--- config.mk ---
export PLATFORM = sky130hd
export DESIGN_NAME = playseq_jogador_automatico
export DESIGN_NICKNAME = d
export VERILOG_FILES = /design/src/rtl/playseq_jogador_automatico.sv
export SDC_FILE = /design/constraint.sdc
export NUM_CORES = 1
export LEC_CHECK = 0
export ABC_AREA = 1
export CAP_MARGIN = 0
export CELL_PAD_IN_SITES_DETAIL_PLACEMENT = 1
export CELL_PAD_IN_SITES_GLOBAL_PLACEMENT = 2
export CORE_MARGIN = 2
export CORE_UTILIZATION = 32
export DETAILED_ROUTE_END_ITERATION = 7
export GPL_TIMING_DRIVEN = 0
export PLACE_DENSITY = 0.82
export RECOVER_POWER = 50
export SLEW_MARGIN = 20
export SYNTH_ARGS = -nofsm -noshare
export SYNTH_HDL_FRONTEND = slang
export SYNTH_SLANG_ARGS = --single-unit
--- constraint.sdc ---
create_clock -name clock -period 2.04 [get_ports clock]
set_input_delay 0.612 -clock clock [delete_from_list [all_inputs] [get_ports clock]]
set_output_delay 0.612 -clock clock [all_outputs]
set_load 0.02 [all_outputs]
--- src/rtl/playseq_jogador_automatico.sv ---
// playseq_jogador_automatico
// Automatic player for the PlaySeq game. It captures the sequence that the
// game flashes on its LEDs, then presses the same sequence back on the game's
// buttons. Each round of a match repeats this capture and replay.
//
// Ports
//   clock, reset    : rising-edge clock, synchronous active-high reset
//   habilita        : arms the player; low forces OCIOSO on the next edge
//   leds[3:0]       : game LED outputs, sampled every cycle
//   errar           : enables error injection during replay
//   posicao_erro    : replay index whose press is corrupted (rotate-left)
//   botoes[3:0]     : registered button drive to the game
//   ocupado         : high while in APERTA or PAUSA
//   concluido       : one-cycle pulse after the last pause of a replay
//   estouro         : sticky; a flash was dropped because the buffer was full
//   db_tamanho      : entries captured this round
//   db_rodadas      : completed replays, wraps 15 -> 0
//   db_estado       : state code
//
// Handshake: there is no valid/ready pair here. A "valid flash" is a cycle in
// which leds has exactly one bit set; every such cycle sampled in ESPERA_LED
// or SILENCIO is a capture attempt, all other non-zero patterns are ignored.
module playseq_jogador_automatico #(
  parameter int PROFUNDIDADE = 16,
  parameter int T_APERTO     = 4,
  parameter int T_PAUSA      = 4,
  parameter int T_SILENCIO   = 8
) (
  input  logic       clock,
  input  logic       reset,
  input  logic       habilita,
  input  logic [3:0] leds,
  input  logic       errar,
  input  logic [3:0] posicao_erro,
  output logic [3:0] botoes,
  output logic       ocupado,
  output logic       concluido,
  output logic       estouro,
  output logic [4:0] db_tamanho,
  output logic [3:0] db_rodadas,
  output logic [2:0] db_estado
);

  localparam logic [2:0] OCIOSO     = 3'd0;
  localparam logic [2:0] ESPERA_LED = 3'd1;
  localparam logic [2:0] CAPTURA    = 3'd2;
  localparam logic [2:0] SILENCIO   = 3'd3;
  localparam logic [2:0] APERTA     = 3'd4;
  localparam logic [2:0] PAUSA      = 3'd5;
  localparam logic [2:0] REARMA     = 3'd6;

  localparam int T_MAX0 = (T_APERTO > T_PAUSA) ? T_APERTO : T_PAUSA;
  localparam int T_MAX  = (T_MAX0 > T_SILENCIO) ? T_MAX0 : T_SILENCIO;
  localparam int CW     = $clog2(T_MAX + 1);
  localparam int IW     = (PROFUNDIDADE > 1) ? $clog2(PROFUNDIDADE) : 1;

  logic [2:0]    state_q, state_d;
  logic [CW-1:0] cnt_q, cnt_d;
  logic [4:0]    idx_q, idx_d;
  logic [4:0]    tam_q, tam_d;
  logic [3:0]    rod_q, rod_d;
  logic [3:0]    botoes_q, botoes_d;
  logic          concluido_q, concluido_d;
  logic          estouro_q, estouro_d;
  logic [3:0]    mem_q [PROFUNDIDADE];
  logic          we;

  logic          flash_ok;
  logic          leds_zero;
  logic          cheio;
  logic [4:0]    idx_n;

  // Exactly one bit set: non-zero and clearing the lowest set bit leaves zero.
  assign flash_ok  = (leds != 4'd0) && ((leds & (leds - 4'd1)) == 4'd0);
  assign leds_zero = (leds == 4'd0);
  assign cheio     = (tam_q == 5'(PROFUNDIDADE));
  assign idx_n     = idx_q + 5'd1;

  function automatic logic [3:0] press_val(input logic [3:0] b, input logic corrupt);
    press_val = corrupt ? {b[2:0], b[3]} : b;
  endfunction

  always_comb begin
    state_d     = state_q;
    cnt_d       = cnt_q;
    idx_d       = idx_q;
    tam_d       = tam_q;
    rod_d       = rod_q;
    botoes_d    = botoes_q;
    concluido_d = 1'b0;
    estouro_d   = estouro_q;
    we          = 1'b0;

    case (state_q)
      OCIOSO: begin
        botoes_d  = 4'd0;
        tam_d     = 5'd0;
        estouro_d = 1'b0;
        cnt_d     = '0;
        idx_d     = 5'd0;
        if (habilita) state_d = ESPERA_LED;
      end

      ESPERA_LED: begin
        if (flash_ok) begin
          if (cheio) estouro_d = 1'b1;
          else begin
            we    = 1'b1;
            tam_d = tam_q + 5'd1;
          end
          state_d = CAPTURA;
        end
      end

      CAPTURA: begin
        if (leds_zero) begin
          if (T_SILENCIO == 1) begin
            state_d  = APERTA;
            idx_d    = 5'd0;
            cnt_d    = '0;
            botoes_d = press_val(mem_q[0], errar && (posicao_erro == 4'd0));
          end else begin
            state_d = SILENCIO;
            cnt_d   = CW'(1);
          end
        end
      end

      SILENCIO: begin
        if (leds_zero) begin
          if (cnt_q + CW'(1) == CW'(T_SILENCIO)) begin
            // Press is loaded on the same edge as the state change so that
            // botoes and ocupado rise together.
            state_d  = APERTA;
            idx_d    = 5'd0;
            cnt_d    = '0;
            botoes_d = press_val(mem_q[0], errar && (posicao_erro == 4'd0));
          end else begin
            cnt_d = cnt_q + CW'(1);
          end
        end else if (flash_ok) begin
          // A full buffer drops the flash but still follows it into CAPTURA.
          if (cheio) estouro_d = 1'b1;
          else begin
            we    = 1'b1;
            tam_d = tam_q + 5'd1;
          end
          state_d = CAPTURA;
        end else begin
          cnt_d = '0;
        end
      end

      APERTA: begin
        if (cnt_q == CW'(T_APERTO - 1)) begin
          state_d  = PAUSA;
          botoes_d = 4'd0;
          cnt_d    = '0;
        end else begin
          cnt_d = cnt_q + CW'(1);
        end
      end

      PAUSA: begin
        if (cnt_q == CW'(T_PAUSA - 1)) begin
          cnt_d = '0;
          if (idx_n < tam_q) begin
            state_d  = APERTA;
            idx_d    = idx_n;
            botoes_d = press_val(mem_q[idx_n[IW-1:0]],
                                 errar && (idx_n == {1'b0, posicao_erro}));
          end else begin
            state_d     = REARMA;
            concluido_d = 1'b1;
            rod_d       = rod_q + 4'd1;
          end
        end else begin
          cnt_d = cnt_q + CW'(1);
        end
      end

      REARMA: begin
        // The game echoes our presses on its LEDs; only a full silence window
        // ends the round, so the echo is never captured.
        if (leds_zero) begin
          if (cnt_q + CW'(1) == CW'(T_SILENCIO)) begin
            state_d   = ESPERA_LED;
            tam_d     = 5'd0;
            estouro_d = 1'b0;
            cnt_d     = '0;
          end else begin
            cnt_d = cnt_q + CW'(1);
          end
        end else begin
          cnt_d = '0;
        end
      end

      default: state_d = OCIOSO;
    endcase

    if (!habilita) begin
      state_d     = OCIOSO;
      botoes_d    = 4'd0;
      tam_d       = 5'd0;
      estouro_d   = 1'b0;
      cnt_d       = '0;
      idx_d       = 5'd0;
      concluido_d = 1'b0;
      we          = 1'b0;
    end
  end

  always_ff @(posedge clock) begin
    if (reset) begin
      state_q     <= OCIOSO;
      cnt_q       <= '0;
      idx_q       <= 5'd0;
      tam_q       <= 5'd0;
      rod_q       <= 4'd0;
      botoes_q    <= 4'd0;
      concluido_q <= 1'b0;
      estouro_q   <= 1'b0;
    end else begin
      state_q     <= state_d;
      cnt_q       <= cnt_d;
      idx_q       <= idx_d;
      tam_q       <= tam_d;
      rod_q       <= rod_d;
      botoes_q    <= botoes_d;
      concluido_q <= concluido_d;
      estouro_q   <= estouro_d;
    end
  end

  // Buffer contents need no reset: db_tamanho gates every read.
  always_ff @(posedge clock) begin
    if (!reset && we) mem_q[tam_q[IW-1:0]] <= leds;
  end

  assign botoes     = botoes_q;
  assign ocupado    = (state_q == APERTA) || (state_q == PAUSA);
  assign concluido  = concluido_q;
  assign estouro    = estouro_q;
  assign db_tamanho = tam_q;
  assign db_rodadas = rod_q;
  assign db_estado  = state_q;

endmodule

==> results.json <==
{
  "ir_drop_mv": 0.399,
  "netlist_top_cells_area": "edfxtp_1 41%, nand2_1 13%, dfxtp_1 12%, nand3_1 9.1%, inv_1 5.5%",
  "cts_buffer_depth": 2,
  "p_int_mw": 2.93,
  "coreArea_um2": 14400,
  "fin_crit_sh": 1.06,
  "syn_area_um2": 4680,
  "clk_pin_slew_ns": 0.06,
  "synth-edff-count": 64,
  "initial_core_util": 0.325,
  "drtIter0Drc": 145,
  "root_buffer": "clkbuf_16",
  "synthArstFlopShare": 0,
  "violations": "setup timing",
  "slowest_stage": "dfxtp_4",
  "tightest_slew_ns": 0.581,
  "cp_common_cell": "nand2_2",
  "tns_ns": -1.30,
  "drc_errors": 0,
  "insertion_delay_ns": 0.34,
  "netlist_top_cells_count": "162 x nand2_1, 85 x nand3_1, 69 x inv_1, 64 x edfxtp_1, 50 x nor2_1",
  "crit_fanout": 5,
  "pwr-share-seq": 0.512,
  "drv_slew": 0,
  "finalHoldViolCount": 0,
  "fill_cells": 1695,
  "synth_top_cell_area_share": 0.410,
  "totalWireLength_um": 13700,
  "n_antenna_cell": 0,
  "p_switching_mw": 0.965,
  "dp_hpwl_um": 9750,
  "via_per_inst": 4.89,
  "io-pin-count": 31,
  "rsz0062_at_grt": "yes",
  "use_met1": 0.237,
  "grt_max_degree": 19,
  "ys_seq_area_frac": 0.526,
  "synth_top_area_cell": "edfxtp_1",
  "drive_gt1_frac": 0.203,
  "fin_worst_skew_ns": 0.00525,
  "die_area_um2": 15600,
  "instances_no_fill": 813,
  "die_y_um": 125,
  "finalCriticalPeriod_ns": 2.16,
  "relSlewSlack": 0.613,
  "status": "finished, violations left",
  "die_w_um": 125,
  "grt_util_met3": 0.0291,
  "multiInputGateArea_um2": 2210,
  "ys_warn_count": 0,
  "routabilityCongestion": 0.837,
  "finalSetupViolCount": 17,
  "clkSinkCount": 91,
  "synth_area_per_cell_um2": 8.22,
  "grt_pass1_wl_um": 22200,
  "post-route-worst-setup-slack_ns": -0.121,
  "crit_required_ns": 2.28,
  "dr.pass1.iters": 5,
  "place.port_buffers": 30,
  "grt.overflow.total": 0,
  "synth_cells": 570,
  "path_buf_inv": 1,
  "use_met2": 0.306,
  "routedWlPerCell_um": 16.8,
  "min_path_type": "reg2reg",
  "crit_family": "simple AND/OR/NAND/NOR gates",
  "antenna_found_initial": 0,
  "dp_slack_ns": -1.34,
  "ant_nets": 0,
  "power_frac_clock": 0.394,
  "syn_to_final_growth_pct": 26.3,
  "numCtsBuffers": 9,
  "tritoncts": "yes",
  "synth_flop_cell": "edfxtp_1",
  "path_cells": "ha_4 > nand4_1 > nand2_2 > inv_2 > ha_4 > nand2_2 > nor2_1 > o21ai_1 > o211ai_1 > nand2_2 > nor2_4 > nand2_2 > o21ai_2 > a21oi_1",
  "grt_usage": 0.180,
  "rows": 44,
  "vias": 3974,
  "htree_levels": 3,
  "syn_nets": 593,
  "power.density_nw_per_um2": 659,
  "drv_cap": 0,
  "max_stage_delay_ns": 0.39,
  "yosysUniqueCellTypes": 27,
  "arrival_ns": 2.40,
  "yosysMostFrequentCell": "nand2_1",
  "cp-start-kind": "register",
  "ys_ff_latch": 91,
  "p_leak_nw": 2.46,
  "pwr-share-comb": 0.094,
  "worstSetupPathType": "reg2reg",
  "fin_util": 0.410,
  "grt_busiest_layer": "met2",
  "swShare": 0.248,
  "seq_area_um2": 2470,
  "max_clock_freq_ghz": 0.463,
  "critPathCaptureType": "register",
  "final_nets": 647,
  "grt_pass1_vias": 4245,
  "placed_cells": 784
}
==> final timing paths <==
kind | cells past startpoint | startpoint | endpoint | slack [ns]
max | 14 | idx_q[0]$_SDFFE_PP0P_ | db_rodadas[3]$_SDFFE_PP0P_ | -0.12
min | 2 | cnt_q[1]$_SDFFE_PP0P_ | cnt_q[1]$_SDFFE_PP0P_ | 0.50
max reg2reg | 14 | idx_q[0]$_SDFFE_PP0P_ | db_rodadas[3]$_SDFFE_PP0P_ | -0.12
min reg2reg | 2 | cnt_q[1]$_SDFFE_PP0P_ | cnt_q[1]$_SDFFE_PP0P_ | 0.50
==> layer usage <==
metal	vias to the layer above	share of wire
met2	58	0.48
met1	1923	0.48
met5	-	0
li1	1981	-
met4	0	0.013
met3	12	0.028
==> cell families after synthesis <==
group / after synthesis / share of synthesized area
DFF: 91 / 0.526
xor gates and xnor gates: 4 / 0.00909
AOI/OAI and AO/OA: 55 / 0.0628
and+or+nand+nor: 322 / 0.301
buffers and inverters: 87 / 0.0721
adders and majority gates: 11 / 0.0294
==> power by group through the flow <==
stage	Sequential (mW)	Combinational [mW]	Clock (mW)
after floorplan	2.04	0.194	0
after global placement	2.04	0.326	0
after detailed placement	2.04	0.335	0
after CTS	1.99	0.361	1.58
after global routing	2.00	0.413	1.65
final	1.99	0.368	1.53
==> stage by stage <==
| step | total power [mW] | area, µm² | hold slack, ns |
|---|---|---|---|
| finish | 3.90 | 5920 | 0.496 |
| detailed placement | 2.37 | 5240 | 0.459 |
| global route | 4.06 | 5920 | 0.527 |
| global placement | 2.36 | 5240 | 0.455 |
| CTS | 3.94 | 5850 | 0.479 |
| floorplan | 2.24 | 4710 | 0.446 |
==> registers in the layout, summed over array words and instances (netlist names) <==
name        flops
db_rodadas      4
mem_q          64
concluido       1
db_tamanho      5
idx_q           5
estouro         1
cnt_q           4
db_estado       3
botoes          4
==> cell type report <==
| cell class | count | area share |
|---|---|---|
| Buffer | 12 | 0.0116 |
| Multi-Input combinational cell | 393 | 0.374 |
| Inverter | 75 | 0.0493 |
| Tap cell | 184 | 0.0389 |
| Clock buffer | 10 | 0.0387 |
| Timing Repair Buffer | 42 | 0.0622 |
| Clock inverter | 6 | 0.00698 |
| Sequential cell | 91 | 0.418 |
==> worst reg2reg max path, cell delays in order (launching register included) <==
cell,delay [ns]
dfxtp_4,0.39
ha_4,0.18
nand4_1,0.09
nand2_2,0.10
inv_2,0.06
ha_4,0.27
nand2_2,0.05
nor2_1,0.08
o21ai_1,0.07
o211ai_1,0.13
nand2_2,0.19
nor2_4,0.21
nand2_2,0.09
o21ai_2,0.12
a21oi_1,0.04
==> layout by cell type, fill, tap and decap left out, types with 2 or more instances in the layout <==
master,count
a21oi_1,31
a21oi_2,3
buf_2,10
buf_4,12
clkbuf_1,4
clkbuf_16,9
clkdlybuf4s50_1,19
clkinv_4,2
clkinvlp_4,2
dfxtp_1,24
dfxtp_4,3
dlygate4sd2_1,6
edfxtp_1,64
ha_1,7
ha_4,4
inv_1,63
inv_2,9
inv_4,2
nand2_1,148
nand2_2,16
nand2_4,5
nand3_1,80
nand3_2,5
nand3_4,3
nand4_1,4
nor2_1,32
nor2_2,9
nor2_4,20
o211ai_1,3
o21ai_0,8
o21ai_1,4
o21ai_2,5
xor2_1,3
==> timing repair <==
action,CTS,global route
gates resized for setup,110,12
cloned,1,0
hold buffers,0,0
buffers inserted,9,3
pin swaps,18,15
setup endpoints to repair,98,86
No activity file was read; power rests on OpenSTA's default activity.
